==> src/rtl/mux_uart_multi.sv <==
// Multi-channel MUX UART: per channel a TX FIFO feeding an 8N1 serialiser,
// a one-byte RX holding register, status/control registers and a shared
// active-low interrupt request. Channel n occupies BASE_ADDR+2n (status/control)
// and BASE_ADDR+2n+1 (RX data / TX data).
module mux_uart_multi #(
  parameter int          CHANNELS     = 4,
  parameter logic [18:0] BASE_ADDR    = 19'h3f200,
  parameter int          FIFO_DEPTH   = 8,
  parameter int          CLKS_PER_BIT = 16,
  parameter logic [3:0]  IRQ_LEVEL    = 4'd6
) (
  input  logic                  clock,
  input  logic                  resetn,
  input  logic [18:0]           address,
  input  logic                  write_en,
  input  logic                  read_en,
  input  logic [7:0]            data_in,
  output logic [7:0]            data_out,
  output logic                  sel,
  input  logic [CHANNELS-1:0]   rx_valid,
  input  logic [8*CHANNELS-1:0] rx_data,
  output logic [CHANNELS-1:0]   tx_serial,
  output logic [CHANNELS-1:0]   tx_load,
  output logic [8*CHANNELS-1:0] tx_data,
  output logic                  int_reqn,
  output logic [3:0]            irq_number
);

  localparam int                PTR_W     = $clog2(FIFO_DEPTH);
  localparam int                CNT_W     = PTR_W + 1;
  localparam int                BAUD_W    = $clog2(CLKS_PER_BIT);
  localparam logic [18:0]       WIN       = 19'(2 * CHANNELS);
  localparam logic [CNT_W-1:0]  FULL_CNT  = CNT_W'(FIFO_DEPTH);
  localparam logic [BAUD_W-1:0] BAUD_LAST = BAUD_W'(CLKS_PER_BIT - 1);

  typedef enum logic [1:0] {S_IDLE, S_START, S_DATA, S_STOP} tx_state_e;

  // Serialiser state
  tx_state_e         state_q [CHANNELS];
  tx_state_e         state_d [CHANNELS];
  logic [BAUD_W-1:0] baud_q  [CHANNELS];
  logic [BAUD_W-1:0] baud_d  [CHANNELS];
  logic [2:0]        bit_q   [CHANNELS];
  logic [2:0]        bit_d   [CHANNELS];
  logic [7:0]        shift_q [CHANNELS];
  logic [7:0]        shift_d [CHANNELS];

  // TX FIFO
  logic [7:0]       fifo_mem_q [CHANNELS][FIFO_DEPTH];
  logic [PTR_W-1:0] wr_ptr_q   [CHANNELS];
  logic [PTR_W-1:0] rd_ptr_q   [CHANNELS];
  logic [CNT_W-1:0] cnt_q      [CHANNELS];
  logic [7:0]       head       [CHANNELS];

  // RX, flags and enables
  logic [7:0]          rx_hold_q [CHANNELS];
  logic [CHANNELS-1:0] rx_full_q, rx_ovr_q, tx_ovf_q, rx_ie_q, tx_ie_q;
  logic                int_reqn_q;

  // Decoded strobes and per-channel status
  logic [18:0]         offset;
  logic [2:0]          ch_sel;
  logic                is_data;
  logic [CHANNELS-1:0] ctrl_wr, data_wr, data_rd, fifo_full, push, pop, tx_idle;
  logic [7:0]          status [CHANNELS];

  assign offset     = address - BASE_ADDR;
  assign sel        = (address >= BASE_ADDR) && (offset < WIN);
  assign ch_sel     = offset[3:1];
  assign is_data    = offset[0];
  assign irq_number = IRQ_LEVEL;
  assign int_reqn   = int_reqn_q;

  // Bus decode, FIFO flags and status assembly per channel
  // NOTE: every output of an always_comb gets a default before any branch, so no latch is inferred.
  always_comb begin
    for (int c = 0; c < CHANNELS; c++) begin
      ctrl_wr[c]   = write_en && sel && (ch_sel == 3'(c)) && !is_data;
      data_wr[c]   = write_en && sel && (ch_sel == 3'(c)) && is_data;
      data_rd[c]   = read_en  && sel && (ch_sel == 3'(c)) && is_data;
      fifo_full[c] = (cnt_q[c] == FULL_CNT);
      push[c]      = data_wr[c] && !fifo_full[c];
      tx_idle[c]   = (cnt_q[c] == '0) && (state_q[c] == S_IDLE);
      head[c]      = fifo_mem_q[c][rd_ptr_q[c]];
      status[c]    = {3'b000, tx_ovf_q[c], rx_ovr_q[c], tx_idle[c], !fifo_full[c], rx_full_q[c]};
    end
  end

  // Read mux: status on even addresses, held RX byte on odd, zero outside the window
  always_comb begin
    data_out = 8'h00;
    for (int c = 0; c < CHANNELS; c++) begin
      if (sel && (ch_sel == 3'(c))) data_out = is_data ? rx_hold_q[c] : status[c];
    end
  end

  // Serialiser next state, FIFO pop and line outputs
  always_comb begin
    tx_serial = '1;
    tx_load   = '0;
    tx_data   = '0;
    for (int c = 0; c < CHANNELS; c++) begin
      state_d[c] = state_q[c];
      baud_d[c]  = baud_q[c];
      bit_d[c]   = bit_q[c];
      shift_d[c] = shift_q[c];
      pop[c]     = 1'b0;
      unique case (state_q[c])
        S_IDLE: begin
          if (cnt_q[c] != '0) begin
            pop[c]     = 1'b1;
            state_d[c] = S_START;
            baud_d[c]  = '0;
            shift_d[c] = head[c];
          end
        end
        S_START: begin
          tx_serial[c] = 1'b0;
          if (baud_q[c] == BAUD_LAST) begin
            baud_d[c]  = '0;
            bit_d[c]   = 3'd0;
            state_d[c] = S_DATA;
          end else baud_d[c] = baud_q[c] + BAUD_W'(1);
        end
        S_DATA: begin
          tx_serial[c] = shift_q[c][0];
          if (baud_q[c] == BAUD_LAST) begin
            baud_d[c]  = '0;
            shift_d[c] = shift_q[c] >> 1;
            if (bit_q[c] == 3'd7) state_d[c] = S_STOP;
            else                  bit_d[c]   = bit_q[c] + 3'd1;
          end else baud_d[c] = baud_q[c] + BAUD_W'(1);
        end
        S_STOP: begin
          if (baud_q[c] == BAUD_LAST) begin
            baud_d[c] = '0;
            // Next byte loads on the stop-bit's final edge so frames run back-to-back
            if (cnt_q[c] != '0) begin
              pop[c]     = 1'b1;
              state_d[c] = S_START;
              shift_d[c] = head[c];
            end else state_d[c] = S_IDLE;
          end else baud_d[c] = baud_q[c] + BAUD_W'(1);
        end
        default: state_d[c] = S_IDLE;
      endcase
      tx_load[c]         = pop[c];
      tx_data[8*c +: 8]  = pop[c] ? head[c] : 8'h00;
    end
  end

  // Serialiser and FIFO pointer registers
  // NOTE: sequential state uses non-blocking assignments so every register samples pre-edge values.
  always_ff @(posedge clock or negedge resetn) begin
    if (!resetn) begin
      for (int c = 0; c < CHANNELS; c++) begin
        state_q[c]  <= S_IDLE;
        baud_q[c]   <= '0;
        bit_q[c]    <= '0;
        shift_q[c]  <= '0;
        wr_ptr_q[c] <= '0;
        rd_ptr_q[c] <= '0;
        cnt_q[c]    <= '0;
      end
    end else begin
      for (int c = 0; c < CHANNELS; c++) begin
        state_q[c]  <= state_d[c];
        baud_q[c]   <= baud_d[c];
        bit_q[c]    <= bit_d[c];
        shift_q[c]  <= shift_d[c];
        wr_ptr_q[c] <= wr_ptr_q[c] + PTR_W'(push[c]);
        rd_ptr_q[c] <= rd_ptr_q[c] + PTR_W'(pop[c]);
        cnt_q[c]    <= cnt_q[c] + CNT_W'(push[c]) - CNT_W'(pop[c]);
      end
    end
  end

  // FIFO storage write port
  // NOTE: FIFO storage has no reset; emptiness is defined by the pointers and count alone.
  always_ff @(posedge clock) begin
    for (int c = 0; c < CHANNELS; c++) begin
      if (push[c]) fifo_mem_q[c][wr_ptr_q[c]] <= data_in;
    end
  end

  // Control, sticky flags and RX holding register
  always_ff @(posedge clock or negedge resetn) begin
    if (!resetn) begin
      rx_full_q <= '0;
      rx_ovr_q  <= '0;
      tx_ovf_q  <= '0;
      rx_ie_q   <= '0;
      tx_ie_q   <= '0;
      for (int c = 0; c < CHANNELS; c++) rx_hold_q[c] <= 8'h00;
    end else begin
      for (int c = 0; c < CHANNELS; c++) begin
        if (ctrl_wr[c]) begin
          rx_ie_q[c] <= data_in[0];
          tx_ie_q[c] <= data_in[1];
          if (data_in[3]) begin
            rx_ovr_q[c] <= 1'b0;
            tx_ovf_q[c] <= 1'b0;
          end
        end
        // A new error event in the clear cycle wins over the clear
        if (data_wr[c] && fifo_full[c]) tx_ovf_q[c] <= 1'b1;
        if (rx_valid[c]) begin
          if (!rx_full_q[c] || data_rd[c]) begin
            rx_hold_q[c] <= rx_data[8*c +: 8];
            rx_full_q[c] <= 1'b1;
          end else rx_ovr_q[c] <= 1'b1;
        end else if (data_rd[c]) begin
          rx_full_q[c] <= 1'b0;
        end
      end
    end
  end

  // Registered interrupt request, one cycle behind its condition
  always_ff @(posedge clock or negedge resetn) begin
    if (!resetn) int_reqn_q <= 1'b1;
    else         int_reqn_q <= !(|((rx_ie_q & rx_full_q) | (tx_ie_q & tx_idle)));
  end

endmodule

==> config.mk <==
export PLATFORM = sky130hd
export DESIGN_NAME = mux_uart_multi
export DESIGN_NICKNAME = d
export VERILOG_FILES = /design/src/rtl/mux_uart_multi.sv
export SDC_FILE = /design/constraint.sdc
export NUM_CORES = 1
export LEC_CHECK = 0
export BUFFER_PORTS_ARGS = -buffer_cell sky130_fd_sc_hd__buf_2
export CORE_MARGIN = 2
export CORE_UTILIZATION = 65
export DETAILED_ROUTE_END_ITERATION = 10
export PLACE_DENSITY_LB_ADDON = 0.2
export SYNTH_ARGS = -nofsm -noshare
export SYNTH_HDL_FRONTEND = slang
export SYNTH_SLANG_ARGS = --single-unit
==> constraint.sdc <==
create_clock -name clock -period 4.9 [get_ports clock]
set_input_delay 0.245 -clock clock [delete_from_list [all_inputs] [get_ports clock]]
set_output_delay 0.245 -clock clock [all_outputs]
set_load 0.01 [all_outputs]
==> report_table.html <==
<table>
<tr><th>Metric</th><th>Value</th></tr>
<tr><th colspan="2">Run status</th></tr>
<tr><td>Run status</td><td>complete, no violations</td></tr>
<tr><th colspan="2">Floorplanning</th></tr>
<tr><td>Die Footprint</td><td>around 30000 µm²</td></tr>
<tr><td>Initial cell density of the core</td><td>~67%</td></tr>
<tr><td>DIE HEIGHT</td><td>~170 µm</td></tr>
<tr><td>Site row count</td><td>61</td></tr>
<tr><td>CORE AREA</td><td>27900 µm²</td></tr>
<tr><td>Chip width</td><td>roughly 170 µm</td></tr>
<tr><td>Top-level port count</td><td>roughly 120</td></tr>
<tr><th colspan="2">Clock network</th></tr>
<tr><td>CTS tree</td><td>done</td></tr>
<tr><td>Buffer levels on the longest clock path</td><td>3</td></tr>
<tr><td>H-Tree Level Count</td><td>2</td></tr>
<tr><td># clock sinks</td><td>417</td></tr>
<tr><td>Worst-Skew Late Latency</td><td>~0.54 ns</td></tr>
<tr><td>TritonCTS Buffers</td><td>42</td></tr>
<tr><td># resized after CTS</td><td>0</td></tr>
<tr><td>Cell chosen for the clock root</td><td>sky130_fd_sc_hd__clkbuf_16</td></tr>
<tr><td>Post-CTS clock slew at the launch and capture registers of the worst setup and hold paths</td><td>0.06 ns</td></tr>
<tr><th colspan="2">Global routing</th></tr>
<tr><td>Vias in the first global route</td><td>roughly 11000</td></tr>
<tr><td>GRT Residual Overflow</td><td>0</td></tr>
<tr><td>Wire length of the first global-routing pass</td><td>between 60000 and 70000 µm</td></tr>
<tr><td>Number of antenna violations at the first check in global routing</td><td>0</td></tr>
<tr><td>Largest net degree at the start of global routing</td><td>64</td></tr>
<tr><td>GRT Total Usage</td><td>around a quarter</td></tr>
<tr><th colspan="2">Power and ir drop</th></tr>
<tr><td>Power Density</td><td>337 nW/µm²</td></tr>
<tr><td>Static power due to leakage</td><td>around 8.5 nW</td></tr>
<tr><td>Worst-case vdd ir drop</td><td>~0.37 mV</td></tr>
<tr><td>Total chip power</td><td>a little over 7 mW</td></tr>
<tr><th colspan="2">Setup path</th></tr>
<tr><td>Critical path endpoint category</td><td>output port</td></tr>
<tr><td>Critical-path top delay cell</td><td>sky130_fd_sc_hd__dfrtp_1</td></tr>
<tr><td>Startpoint class of the critical path</td><td>flip-flop</td></tr>
<tr><td>CP Cell Sequence</td><td>mux4_2 &gt; mux2i_1 &gt; nor2_1 &gt; buf_2</td></tr>
<tr><td>Critical-path maximum fanout</td><td>17</td></tr>
<tr><td>Category of the most critical setup path</td><td>flip-flop to output port</td></tr>
<tr><td>Required time of the critical path</td><td>about 4.7 ns</td></tr>
<tr><td>Arrival time at the worst endpoint</td><td>2.82 ns</td></tr>
<tr><td>Peak per-stage delay on the critical path</td><td>between 1 and 1.5 ns</td></tr>
<tr><th colspan="2">Routing</th></tr>
<tr><td>Via-to-Cell Ratio</td><td>around 6.0</td></tr>
<tr><td>Total Wirelength</td><td>~38000 µm</td></tr>
<tr><td>Remaining routing DRC violations</td><td>0</td></tr>
<tr><td>Vias after detailed routing</td><td>about 11000</td></tr>
<tr><td>Wire length per cell</td><td>20.8 µm</td></tr>
<tr><td>Top layer in use</td><td>met4</td></tr>
<tr><td>Total met3 wirelength after detailed routing</td><td>between 1500 and 2000 µm</td></tr>
<tr><td>Routed wl met2</td><td>19100 µm</td></tr>
<tr><td>WL met1</td><td>16100 µm</td></tr>
<tr><td>Violation count after the first detailed-routing iteration</td><td>780</td></tr>
<tr><td>Number of search-and-repair iterations in the first detailed-routing pass</td><td>5</td></tr>
<tr><td>Post-route ant nets</td><td>0</td></tr>
<tr><th colspan="2">STA</th></tr>
<tr><td>Final slew viol count</td><td>0</td></tr>
<tr><td>Slew at the pin with the worst max-slew slack</td><td>1.16 ns</td></tr>
<tr><td>Worst clock skew</td><td>approximately 0.016 ns</td></tr>
<tr><td>Worst hold margin</td><td>0.0853 ns</td></tr>
<tr><td>Setup repair after global routing missed its margin</td><td>false</td></tr>
<tr><td>Post-Route Setup TNS</td><td>0 ns</td></tr>
<tr><td>Timing-limited maximum frequency</td><td>326 MHz</td></tr>
<tr><td>Post-route minimum period</td><td>3.07 ns</td></tr>
<tr><td>Period utilisation layout</td><td>between 60% and 70%</td></tr>
<tr><td>Final setup violating endpoints</td><td>0</td></tr>
<tr><td>Worst slew margin</td><td>a little over a fifth</td></tr>
<tr><td>Total count of hold-check failures in the final report</td><td>0</td></tr>
<tr><th colspan="2">Yosys</th></tr>
<tr><td>Leading cell types by count after synthesis</td><td>sky130_fd_sc_hd__edfxtp_1, sky130_fd_sc_hd__dfrtp_1, sky130_fd_sc_hd__nor2_1</td></tr>
<tr><td>Simple logic cell fraction of the synthesized area</td><td>~8.5%</td></tr>
<tr><td>Post-synthesis mux area share</td><td>between 10% and 20%</td></tr>
<tr><td>Dominant register cell in the synthesized netlist</td><td>sky130_fd_sc_hd__edfxtp_1</td></tr>
<tr><td>Sequential fraction of the synthesis area</td><td>between 60% and 70%</td></tr>
<tr><td>Post-synth top area share</td><td>between 40% and 50%</td></tr>
<tr><td>Share of the synthesized area in compound gates (AO/OA/AOI/OAI)</td><td>6.61%</td></tr>
<tr><td>Top-count cell post-synth</td><td>sky130_fd_sc_hd__edfxtp_1</td></tr>
<tr><td>Dominant cells by area after synthesis</td><td>sky130_fd_sc_hd__edfxtp_1, sky130_fd_sc_hd__dfrtp_1, sky130_fd_sc_hd__mux4_2</td></tr>
<tr><td>Cell type with the highest aggregate area in the netlist</td><td>sky130_fd_sc_hd__edfxtp_1</td></tr>
<tr><td>Total number of yosys warnings</td><td>0</td></tr>
<tr><td>Xor/xnor share of the synthesized area</td><td>less than 1%</td></tr>
<tr><td>Number of synthesized flops with an enable pin</td><td>~260</td></tr>
<tr><td>Largest family of logic cells by synthesized area</td><td>multiplexers</td></tr>
<tr><td>Number of standard cells after synthesis</td><td>roughly 1300</td></tr>
<tr><td>Synth Register Bits</td><td>417</td></tr>
<tr><td>Distinct cells, synth</td><td>63</td></tr>
<tr><td>Async set-reset flop share out of synthesis</td><td>approximately two fifths</td></tr>
<tr><td>Syn_area_per_cell</td><td>roughly 15 µm²</td></tr>
<tr><td>Adder-Cell Fraction of Synth Area</td><td>about 5.3%</td></tr>
<tr><td>Post-synth design cell area</td><td>18600 µm²</td></tr>
<tr><th colspan="2">Layout</th></tr>
<tr><td>Number of nets in the layout</td><td>1573</td></tr>
<tr><td>Finished Layout Cells</td><td>between 1500 and 2000</td></tr>
<tr><td>Antenna diode instance count</td><td>0</td></tr>
<tr><td>Area added between synthesis and finish</td><td>14.2%</td></tr>
<tr><td>Post-route standard cell area excluding fillers</td><td>around 21000 µm²</td></tr>
<tr><td>Layout filler cell count</td><td>1715</td></tr>
<tr><td>Layout cell share with drive strength beyond 1</td><td>22.1%</td></tr>
<tr><th colspan="2">Min path</th></tr>
<tr><td>Type of the tightest min-delay check</td><td>primary input to flip-flop</td></tr>
<tr><th colspan="2">Place</th></tr>
<tr><td>Placed cell count</td><td>approximately 1700</td></tr>
<tr><td>Port bufs</td><td>between 100 and 150</td></tr>
<tr><td>RePlAce Congestion</td><td>about 0.86</td></tr>
<tr><td>DP Area</td><td>about 19000 µm²</td></tr>
<tr><td>HPWL after detailed placement</td><td>roughly 24000 µm</td></tr>
<tr><th colspan="2">Run</th></tr>
<tr><td>Max-capacitance violation count</td><td>0</td></tr>
</table>
cell usage in the layout, fill, tap and decap left out, types with 7 or more instances in the layout:
cell / netlist / layout
sky130_fd_sc_hd__a21o_1: 8 / 8
sky130_fd_sc_hd__nand2_1: 83 / 83
sky130_fd_sc_hd__buf_2: 15 / 115
sky130_fd_sc_hd__nand3_1: 13 / 13
sky130_fd_sc_hd__inv_1: 47 / 47
sky130_fd_sc_hd__a22o_1: 24 / 24
sky130_fd_sc_hd__mux4_2: 64 / 64
sky130_fd_sc_hd__buf_4: 5 / 15
sky130_fd_sc_hd__dlygate4sd3_1: 0 / 37
sky130_fd_sc_hd__xor2_1: 14 / 14
sky130_fd_sc_hd__o21ai_0: 42 / 42
sky130_fd_sc_hd__nor3_1: 45 / 45
sky130_fd_sc_hd__ha_1: 73 / 73
sky130_fd_sc_hd__nand2b_1: 12 / 12
sky130_fd_sc_hd__a21oi_1: 23 / 23
sky130_fd_sc_hd__and2_1: 7 / 7
sky130_fd_sc_hd__edfxtp_1: 256 / 256
sky130_fd_sc_hd__mux2_2: 47 / 47
sky130_fd_sc_hd__clkbuf_16: 0 / 43
sky130_fd_sc_hd__mux2i_1: 48 / 48
sky130_fd_sc_hd__clkbuf_1: 41 / 17
sky130_fd_sc_hd__a211o_1: 28 / 28
sky130_fd_sc_hd__nor2_1: 109 / 109
sky130_fd_sc_hd__dfrtp_1: 160 / 160
power by group:
group	switching, mW	internal [mW]	leakage [nW]	total (mW)
sequential	0.0212	3.77	4.29	3.79
combinational	0.119	0.0817	3.54	0.201
clock	1.30	1.86	0.645	3.16
state kept, by name, summed over array words and instances (netlist names):
signal	cells
fifo_mem_q	256
rx_ovr_q	4
wr_ptr_q	12
rx_ie_q	4
tx_ovf_q	4
baud_q	16
int_reqn	1
bit_q	12
rx_full_q	4
rd_ptr_q	12
shift_q	32
state_q	8
rx_hold_q	32
tx_ie_q	4
cnt_q	16
critical path, delay by kind of cell (launching register included):
kind                   cells  cell delay (ns)
muxes                      2             1.00
and+or+nand+nor            1             0.07
DFF                        1             1.06
buffers and inverters      1             0.15
final timing paths:
path	start	endpoint	slack (ns)	cells after the start
setup / recovery	rd_ptr_q[0]	tx_data[30]	1.83	4
hold / removal	write_en	tx_ovf_q[3]	0.09	3
setup reg to reg	cnt_q[10]	fifo_mem_q[1][21]	1.93	7
hold reg to reg	tx_ie_q[1]	int_reqn	0.43	1
max in group asynchronous	resetn	shift_q[2]	3.47	3
min in group asynchronous	resetn	shift_q[23]	0.27	2
through the flow:
stage	util (%)	setup slack (ns)
floorplan	-	2.10
global placement	69.8	1.54
detailed placement	69.8	1.43
CTS	75.9	1.75
global route	75.9	1.61
finish	75.9	1.83
cell families after synthesis:
group           count (synthesis)
simple gates                  324
buf+inv                       114
mux                           159
compound gates                170
other cells                     2
fa+ha+maj                      77
flops                         417
xor+xnor                       16
area by class of cell:
class / instances / area (µm²) / share of cell area (%)
Sequential cell: 417 / 11700 / 55.2
Multi-Input combinational cell: 750 / 6410 / 30.2
Clock buffer: 61 / 1150 / 5.44
Timing Repair Buffer: 168 / 1070 / 5.04
Tap cell: 378 / 473 / 2.23
Clock inverter: 15 / 205 / 0.967
Inverter: 50 / 188 / 0.885
routing by layer:
layer  track usage, %  up-vias
met3             4.38       68
met2             42.3      323
met5                0        -
met1             35.6     5616
li1                 -     5097
met4             8.69        0
repair_timing:
item / in CTS / in global routing
hold buffers: 37 / 0
endpoints found under the hold margin: 101 / 0
setup buffers: 0 / 0
No activity file was read; power rests on OpenSTA's default activity.
